File: config.mk
export PLATFORM = sky130hd
export DESIGN_NAME = game_timer_ctrl
export DESIGN_NICKNAME = d
export VERILOG_FILES = /design/src/rtl/game_timer_ctrl.sv
export SDC_FILE = /design/constraint.sdc
export NUM_CORES = 1
export LEC_CHECK = 0
export ABC_AREA = 1
export BUFFER_PORTS_ARGS = -buffer_cell sky130_fd_sc_hd__buf_2
export CORE_UTILIZATION = 45
export DETAILED_ROUTE_END_ITERATION = 16
export PLACE_DENSITY = 0.67
export SLEW_MARGIN = 0
export SYNTH_ARGS = -nofsm -noshare
export SYNTH_HDL_FRONTEND = slang
export SYNTH_SLANG_ARGS = --single-unit
File: constraint.sdc
create_clock -name clk -period 1.7 [get_ports clk]
set_input_delay 0.17 -clock clk [delete_from_list [all_inputs] [get_ports clk]]
set_output_delay 0.17 -clock clk [all_outputs]
set_load 0.05 [all_outputs]
File: src/rtl/game_timer_ctrl.sv
// game_timer_ctrl: turns frame ticks into counter increments and handles start, stop and expiry
module game_timer_ctrl #(
  parameter int unsigned TICKS_PER_INC = 60,
  parameter logic [7:0]  LIMIT         = 8'd99
) (
  input  logic       clk,
  input  logic       rst_n,
  input  logic       frame,
  input  logic       start,
  input  logic       stop,
  input  logic [7:0] tout,
  output logic       inc,
  output logic       r,
  output logic       running,
  output logic       expired
);
  localparam int PW = TICKS_PER_INC > 1 ? $clog2(TICKS_PER_INC) : 1;
  localparam logic [PW-1:0] PMAX = PW'(TICKS_PER_INC - 1);
  // One-hot states so that each status output is a flop bit, with no decode glitches
  typedef enum logic [3:0] {IDLE = 4'b0001, CLEAR = 4'b0010, RUN = 4'b0100, DONE = 4'b1000} state_t;
  state_t state_q, state_d;
  logic [PW-1:0] pre_q, pre_d;
  logic inc_q, inc_d;
  logic at_limit, room, hold;
  assign at_limit = tout >= LIMIT && !inc_q;
  assign room = ({1'b0, tout} + 9'(inc_q)) < {1'b0, LIMIT};
  assign hold = !start && !stop && !at_limit;
  always_comb begin
    state_d = state_q;
    pre_d = '0;
    inc_d = 1'b0;
    case (state_q)
      IDLE:  state_d = start ? CLEAR : IDLE;
      CLEAR: state_d = RUN;
      RUN: begin
        state_d = start ? CLEAR : stop ? IDLE : at_limit ? DONE : RUN;
        pre_d = hold ? (frame ? (pre_q == PMAX ? '0 : pre_q + 1'b1) : pre_q) : '0;
        inc_d = hold && frame && pre_q == PMAX && room;
      end
      DONE:    state_d = start ? CLEAR : DONE;
      default: state_d = IDLE;
    endcase
  end
  always_ff @(posedge clk or negedge rst_n)
    if (!rst_n) begin
      state_q <= IDLE;
      pre_q <= '0;
      inc_q <= 1'b0;
    end else begin
      state_q <= state_d;
      pre_q <= pre_d;
      inc_q <= inc_d;
    end
  assign inc = inc_q;
  assign r = state_q[1];
  assign running = state_q[2];
  assign expired = state_q[3];
endmodule
==> results_dict.tcl, run 1 <==
set metrics [dict create \
    placed_cell_area_um2 983 \
    clockBufferDepth 2 \
    layout-drive-gt1-share_pct 23.1 \
    io_buffers 16 \
    cp_top_family "simple AND/OR/NAND/NOR gates" \
    tightestPinTransition_ps 257 \
    avgSynthCellArea_um2 6.91 \
    timing.slew.headroom_pct 82.9 \
    diodes 0 \
    grt_max_degree 12 \
    die_area_um2 2120 \
    yosysWarningCount 0 \
    fin_skew_ps 2.56 \
    grt_overflow 0 \
    grt_pass1_vias 692 \
    finalMaxSlewViolations 0 \
    routabilityCongestion 0.866 \
    first_pass_iters 4 \
    crit_path_max_incr_delay_ps 400 \
    cts-root-buf "clkbuf_4" \
    endpoint_kind "flop" \
    insertion_delay_ps 270 \
    antenna_found_initial 0 \
    fmax_mhz 662 \
    cts_made_buffers 3 \
    final_cell_mix "nand2_1, nor2_1, buf_2" \
    htree_levels 1 \
    grt_pass1_wl_um 2870 \
    drc_errors 0 \
    dp_hpwl_um 1430 \
    critPathBufInv 1 \
    fin_crit_sh_pct 88.8 \
    via_count 807 \
    synth_seq_area_share_pct 31.8 \
    num_io_pins 17 \
    path_max_fanout 3 \
    setup_viol 0 \
    yosys-top-cells-area "dfrtp_1, nand2_1, nand3_1, nor2_1, inv_1" \
    max_cap_viol_count 0 \
    setup-tns-final_ps 0 \
    critPathLaunchType "flop" \
    yosysTopAreaCell "dfrtp_1" \
    leakagePower_uw 0.000565 \
    die_y_um 46.0 \
    power_density_nw_per_um2 741 \
    nFillCells 185 \
    cts.sinks 11 \
    critical_path.most_common_cell "nand2_1" \
    routed_wl_um 1720 \
    rsz0062_at_grt "false" \
    cts_tree "built" \
    synth.top_cell.area_share_pct 28.7 \
    die_w_um 46.0 \
    power_uw 756 \
    ys_types 24 \
    synthCells 126 \
    synth_area_um2 871 \
    worstPathCellList "ha_1, ha_1, nand2_1, nor2_1, nand2_1, nand2_1, nand2_1, nor2_1, nand2_1, nand2_1, inv_1" \
    layout_commonest_cell "nand2_1" \
    worstPathRequired_ps 1870 \
    track_usage_pct 19.1 \
    hold_violations 0 \
    worstSetupPathType "reg2reg" \
    synthesis.nets 142 \
    drt_iter0_markers 18 \
    clk_pin_slew_ps 70 \
    final_nets 164 \
    synth.ff_latch_count 11 \
    ctsResizeCount 0 \
    design_area_um2 1020 \
    crit_slowest_cell "dfrtp_2" \
    run_status "finished clean" \
    fp-row-count 15 \
    via_per_inst 4.69 \
    finalCriticalPeriod_ps 1510 \
    min_path_type "in2reg" \
    ir_drop_mv 0.638 \
    postRouteAntennaNets 0 \
    start_util_pct 49.4 \
    ff_latch_area_um2 278 \
    core_um2 1760 \
    cp.arrival_ps 1680 \
    multi_input_comb_area_um2 538 \
    wl_per_cell_um 9.98 \
    area_growth_pct 17.2 \
]
## path summary, 6_finish.rpt
path | from | to | slack (ps) | cells after the start
worst min register to register | pre_q[5]$_DFFE_PN0P_ | pre_q[5]$_DFFE_PN0P_ | 530 | 2
worst max register to register | inc$_DFF_PN0_ | inc$_DFF_PN0_ | 190 | 11
worst max-delay path | inc$_DFF_PN0_ | inc$_DFF_PN0_ | 190 | 11
max in group asynchronous | rst_n | state_q[0]$_DFF_PN1_ | 1130 | 2
min in group asynchronous | rst_n | pre_q[3]$_DFFE_PN0P_ | 310 | 2
worst min-delay path | start | state_q[0]$_DFF_PN1_ | 100 | 2
## flip-flops by register name, summed over array words and instances (netlist names)
name     count
pre_q        6
state_q      4
inc          1
## report_power, final
group / leakage, uW / internal [uW] / switching, uW / total [uW]
Combinational: 0.000400 / 76.0 / 179 / 255
Clock: 0.0000177 / 87.2 / 93.2 / 180
Sequential: 0.000147 / 300 / 21.2 / 321
Total: 0.000565 / 463 / 293 / 756
## layer usage
metal  vias to the layer above  GRT usage (%)  part of all wire [%]
met5                         -              0                     0
met4                         0           7.06                   1.2
met3                         4           4.76                   3.4
met2                        13           29.9                    45
met1                       345           25.4                    50
li1                        445              -                     -
## per-stage QoR
| stage | utilization, % | setup slack [ps] | hold WS, ps | cells |
|---|---|---|---|---|
| 5_1_grt | 57.9 | 48.3 | 99.8 | 172 |
| 4_1_cts | 57.9 | 193 | 94.8 | 172 |
| 2_1_floorplan | - | 107 | -126 | 126 |
| 3_3_place_gp | 55.7 | 263 | 51.7 | 167 |
| 6_report | 57.9 | 190 | 100 | 172 |
| 3_5_place_dp | 55.7 | 204 | 53.2 | 167 |
## repair_timing
item                                   CTS  global route
setup buffers                            0             0
hold buffers                             1             0
endpoints found under the hold margin   11             0
## layout make-up
type | count | area share, %
repair buffers | 17 | 8.82
flip-flops and latches | 11 | 27.2
inverters | 15 | 5.51
well taps | 25 | 3.06
clock buffers | 3 | 2.21
multi-input cells | 100 | 52.7
clock inverters | 1 | 0.490
## Yosys cell counts
cell type,n
a21boi_0,1
a21oi_1,2
a21oi_4,1
dfrtp_1,10
dfstp_2,1
ha_1,3
inv_1,13
inv_2,2
nand2_1,38
nand2_2,3
nand2_4,1
nand3_1,15
nand3_2,1
nand3_4,1
nand3b_1,1
nand4_1,2
nor2_1,20
nor2_2,2
nor2_8,1
o211ai_1,1
o21ai_0,1
o21bai_1,1
xnor2_1,3
xor2_1,2
## kinds of logic (layout without fill, tap and decap cells)
| group | Yosys count | in the layout | share of synthesized area (%) |
|---|---|---|---|
| buffers and inverters | 15 | 36 | 6.47 |
| adders and majority gates | 3 | 3 | 4.31 |
| DFF | 11 | 11 | 31.8 |
| and+or+nand+nor | 85 | 85 | 46.3 |
| AOI/OAI and AO/OA | 7 | 7 | 6.18 |
| xor gates and xnor gates | 5 | 5 | 5.03 |
No activity file was read; power rests on OpenSTA's default activity.
==> run 2: changes to the inputs <==
CTS_BUF_LIST = sky130_fd_sc_hd__clkbuf_8   (was unset)
==> run 2 against run 1 <==
  * Fmax about the same
  * Count of clock-buffer cells in the layout unchanged
  * Non-clock buffer count unchanged
  * Critical path depth unchanged
  * Utilization up 1.1 points
  * Sequential share of layout area decreased by 0.49 points
  * Clock power is 44% higher
  * Register-to-register slack hardly changed
  * Largest power group unchanged
  * Highest routed layer unchanged
==> results_dict.tcl, run 2 (synthesis gave the netlist of run 1 again) <==
set metrics [dict create \
    core_um2 1760 \
    rsz0062_at_grt "false" \
    cts_tree "built" \
    track_usage_pct 19.1 \
    htree_levels 1 \
    cp-endpoint "inc$_DFF_PN0_" \
    cp.arrival_ps 1640 \
    cts_made_buffers 3 \
    cts.sinks 11 \
    die_area_um2 2120 \
    worstSetupPathType "reg2reg" \
    clk_pin_slew_ps 50 \
    pre_cts_ws_ps 204 \
    insertion_delay_ps 240 \
    dp_hpwl_um 1430 \
    ir_drop_mv 0.643 \
    largest_reg_flops 6 \
    via_per_inst 4.72 \
    met2_usage_pct 29.9 \
    critical_path.most_common_cell "nand2_1" \
    reg2reg_depth 11 \
    finalMaxSlewViolations 0 \
    cts-root-buf "clkbuf_8" \
    setup_ws_ps 190 \
    path_max_fanout 3 \
    worst-r2r-setup-slack_ps 190 \
    gr-usage-met3_pct 4.76 \
    final_util_pct 58.9 \
    routed_wl_um 1730 \
    grt_max_degree 12 \
    first_pass_iters 4 \
    hold_violations 0 \
    area_growth_pct 19.4 \
    min_path_type "in2reg" \
    setup-tns-final_ps 0 \
    grt_pass1_wl_um 2860 \
    layout_commonest_cell "nand2_1" \
    fp-row-count 15 \
    die_w_um 46.0 \
    num_io_pins 17 \
    final_nets 164 \
    ctsResizeCount 0 \
    drc_errors 0 \
    tightestPinTransition_ps 254 \
    largest-register "pre_q" \
    critPathLaunch "inc$_DFF_PN0_" \
    power_density_nw_per_um2 806 \
    finalCriticalPeriod_ps 1510 \
    via_count 812 \
    placed_cell_area_um2 983 \
    diodes 0 \
    die_y_um 46.0 \
    final_cell_mix "nand2_1, nor2_1, buf_2" \
    antenna_found_initial 0 \
    start_util_pct 49.4 \
    busiest_layer "met2" \
    drt_iter0_markers 20 \
    grt_use_met1_pct 25.4 \
    fmax_mhz 662 \
    worstPathCellList "ha_1, ha_1, nand2_1, nor2_1, nand2_1, nand2_1, nand2_1, nor2_1, nand2_1, nand2_1, inv_1" \
    endpoint_kind "flop" \
    setup_viol 0 \
    numPlacedInstances 167 \
    run_status "finished clean" \
    grt_pass1_vias 694 \
    io_buffers 16 \
    critical_path.reg2reg.startpoint "inc$_DFF_PN0_" \
    layout-drive-gt1-share_pct 23.1 \
    wl_per_cell_um 10.1 \
    fin_crit_sh_pct 88.8 \
    postRouteAntennaNets 0 \
    worstPathRequired_ps 1830 \
    leakagePower_uw 0.000573 \
    fin_skew_ps 1.31 \
    crit_slowest_cell "dfrtp_2" \
    design_area_um2 1040 \
    clockBufferDepth 2 \
    critPathLaunchType "flop" \
    max_cap_viol_count 0 \
    nFillCells 179 \
    crit_path_max_incr_delay_ps 390 \
    grt_overflow 0 \
    timing.slew.headroom_pct 83.0 \
    routabilityCongestion 0.866 \
    layoutNonFillerInstCount 172 \
    timing.rr.end "inc$_DFF_PN0_" \
]
run 2: metal layers:
layer	wire length, um	vias to the layer above
met2	781	15
met5	0	-
met3	62	4
met4	19	0
li1	-	445
met1	866	348
run 2: worst max-delay path, delay by kind of cell (launching register included):
kind                       cells  cell delay (ps)
buffers and inverters          1               40
DFF                            1              390
adders and majority gates      2              370
and+or+nand+nor                8              600
run 2: metrics by stage:
stage               total power [uW]  hold slack, ps
finish                           838             138
global placement                 579            51.7
floorplan                        512            -126
global route                     898             144
detailed placement               581            53.2
CTS                              848             136
run 2: what timing repair did:
item,4_1_cts,5_1_grt
hold buffers,1,0
hold endpoints to repair,10,0
buffers inserted,0,0
run 2: power by group:
| part | switching [uW] | internal, uW |
|---|---|---|
| combinational | 179 | 76.0 |
| sequential | 21.4 | 301 |
| clock | 99.3 | 161 |
| total | 300 | 538 |
run 2: how the worst min path moves through the flow:
| stage | start | end | cells after the start | slack (ps) |
|---|---|---|---|---|
| after global routing | start | state_q[0]$_DFF_PN1_ | 2 | 140 |
| after detailed placement | rst_n | pre_q[4]$_DFFE_PN0P_ | 1 | 50 |
| after CTS | start | state_q[0]$_DFF_PN1_ | 2 | 140 |
| after floorplan | rst_n | inc$_DFF_PN0_ | 0 | -130 |
| final | start | state_q[0]$_DFF_PN1_ | 2 | 140 |
| after global placement | rst_n | pre_q[4]$_DFFE_PN0P_ | 1 | 50 |
run 2: layout make-up:
type | instances | area [um2] | area share [%]
clock inverter | 1 | 5.00 | 0.481
sequential | 11 | 278 | 26.7
multi-input combinational | 100 | 538 | 51.7
tap | 25 | 31.3 | 3.01
inverter | 15 | 56.3 | 5.42
timing repair buffer | 17 | 90.1 | 8.66
clock buffer | 3 | 41.3 | 3.97
==> run 3: changes to the inputs <==
clock period = 1.83 ns   (was 1.7 ns; I/O delays follow)
==> run 3 against run 2 <==
  * Critical path depth is the same
  * Setup slack improved by 96 ps
  * Largest power group unchanged
  * Via count decreased by 1.1%
  * Sequential power shrank 7.1%
  * Design area down 0.12%
  * Flip-flop and latch count unchanged
  * Cell count unchanged
==> results_dict.tcl, run 3 (synthesis gave the netlist of run 1 again) <==
set metrics [dict create \
    run_status "finished clean" \
    min_delay_worst_endpoint "state_q[0]$_DFF_PN1_" \
    setup_viol 0 \
    clk_pin_slew_ps 50 \
    first_pass_iters 4 \
    fp-row-count 15 \
    hold_violations 0 \
    die_y_um 46.0 \
    leakagePower_uw 0.000575 \
    setup-tns-final_ps 0 \
    grt_pass1_wl_um 2930 \
    ir_drop_mv 0.610 \
    layout-drive-gt1-share_pct 22.4 \
    worstSetupPathType "reg2reg" \
    fin_crit_sh_pct 84.4 \
    critPathLaunchType "flop" \
    core_um2 1760 \
    largest_reg_flops 6 \
    cp.arrival_ps 1680 \
    grt_pass1_vias 757 \
    final_cell_mix "nand2_1, nor2_1, buf_2" \
    path_max_fanout 3 \
    timing.rr.end "inc$_DFF_PN0_" \
    reg2reg_depth 11 \
    htree_levels 1 \
    cts_made_buffers 3 \
    cts.sinks 11 \
    grt_overflow 0 \
    die_area_um2 2120 \
    cts-root-buf "clkbuf_8" \
    track_usage_pct 19.5 \
    die_w_um 46.0 \
    routed_wl_um 1680 \
    area_growth_pct 19.3 \
    fin_skew_ps 5.90 \
    worstPathRequired_ps 1970 \
    largest-register "pre_q" \
    endpoint_kind "flop" \
    clockBufferDepth 2 \
    tightestPinTransition_ps 245 \
    rsz0062_at_grt "false" \
    numPlacedInstances 167 \
    drc_errors 0 \
    start_util_pct 49.4 \
    cts_tree "built" \
    postRouteAntennaNets 0 \
    worst-r2r-setup-slack_ps 290 \
    routabilityCongestion 0.886 \
    postCtsSetupBuffers 0 \
    max_cap_viol_count 0 \
    finalCriticalPeriod_ps 1540 \
    grt_max_degree 12 \
    min_path_type "in2reg" \
    via_per_inst 4.67 \
    final_nets 164 \
    io_buffers 16 \
    layoutNonFillerInstCount 172 \
    num_io_pins 17 \
    drt_iter0_markers 10 \
    insertion_delay_ps 240 \
    fmax_mhz 648 \
    critical_path.reg2reg.startpoint "inc$_DFF_PN0_" \
    antenna_found_initial 0 \
    min-delay-start "start" \
    timing.slew.headroom_pct 83.7 \
    wl_per_cell_um 9.79 \
    layout_commonest_cell "nand2_1" \
    hold_path_depth 2 \
    via_count 803 \
    dp_hpwl_um 1420 \
    diodes 0 \
    power_density_nw_per_um2 755 \
    finalMaxSlewViolations 0 \
]
## run 3: cell counts in the layout (fill, tap and decap cells not counted)
No cell type changed its count.
## run 3: layout make-up
| class | instances | area, um2 |
|---|---|---|
| multi-input combinational | 100 | 538 |
| tap | 25 | 31.3 |
| inverter | 15 | 56.3 |
| timing repair buffer | 17 | 90.1 |
| fill | 186 | 726 |
| sequential | 11 | 277 |
| clock inverter | 1 | 5.00 |
| clock buffer | 3 | 41.3 |
## run 3: critical path, stage by stage, from the launching register on
cell,delay [ps]
dfrtp_1,410
ha_1,190
ha_1,210
nand2_1,90
nor2_1,140
nand2_1,70
nand2_1,50
nand2_1,40
nor2_1,80
nand2_1,50
nand2_1,60
inv_1,40
## run 3: per-stage QoR
step                area [um2]  hold slack, ps  setup slack, ps  total power (uW)  utilization [%]
finish                    1040             140              286               784             58.9
detailed placement         982            68.1              300               542             55.7
global placement           982            65.0              369               538             55.7
floorplan                  871            -113             64.2               476                -
global route              1040             150              175               839             58.9
CTS                       1040             138              289               795             58.9
## run 3: report_power, final
group	switching (uW)	leakage, uW	total (uW)	internal (uW)
registers	19.6	0.000149	299	279
logic	170	0.000400	241	70.5
clock network	94.2	0.0000255	244	150
## run 3: how the worst max path moves through the flow
stage | start | endpoint | slack, ps | cells past startpoint
2_1_floorplan | inc$_DFF_PN0_ | inc$_DFF_PN0_ | 60 | 11
3_3_place_gp | inc$_DFF_PN0_ | inc$_DFF_PN0_ | 370 | 11
3_5_place_dp | inc$_DFF_PN0_ | inc$_DFF_PN0_ | 300 | 11
4_1_cts | inc$_DFF_PN0_ | inc$_DFF_PN0_ | 290 | 11
5_1_grt | inc$_DFF_PN0_ | inc$_DFF_PN0_ | 180 | 11
6_report | inc$_DFF_PN0_ | inc$_DFF_PN0_ | 290 | 11
## run 3: metal layers
metal / vias to the layer above / track usage [%] / wire (um)
met5: - / 0 / 0
met4: 0 / 6.47 / 22
met3: 3 / 4.76 / 48
met2: 10 / 32.1 / 778
met1: 345 / 24.7 / 834
li1: 445 / - / -
## run 3: timing repair
| item | in CTS | in global routing |
|---|---|---|
| gates resized for setup | 0 | 0 |
| hold buffers | 1 | 0 |
| endpoints found under the hold margin | 10 | 0 |
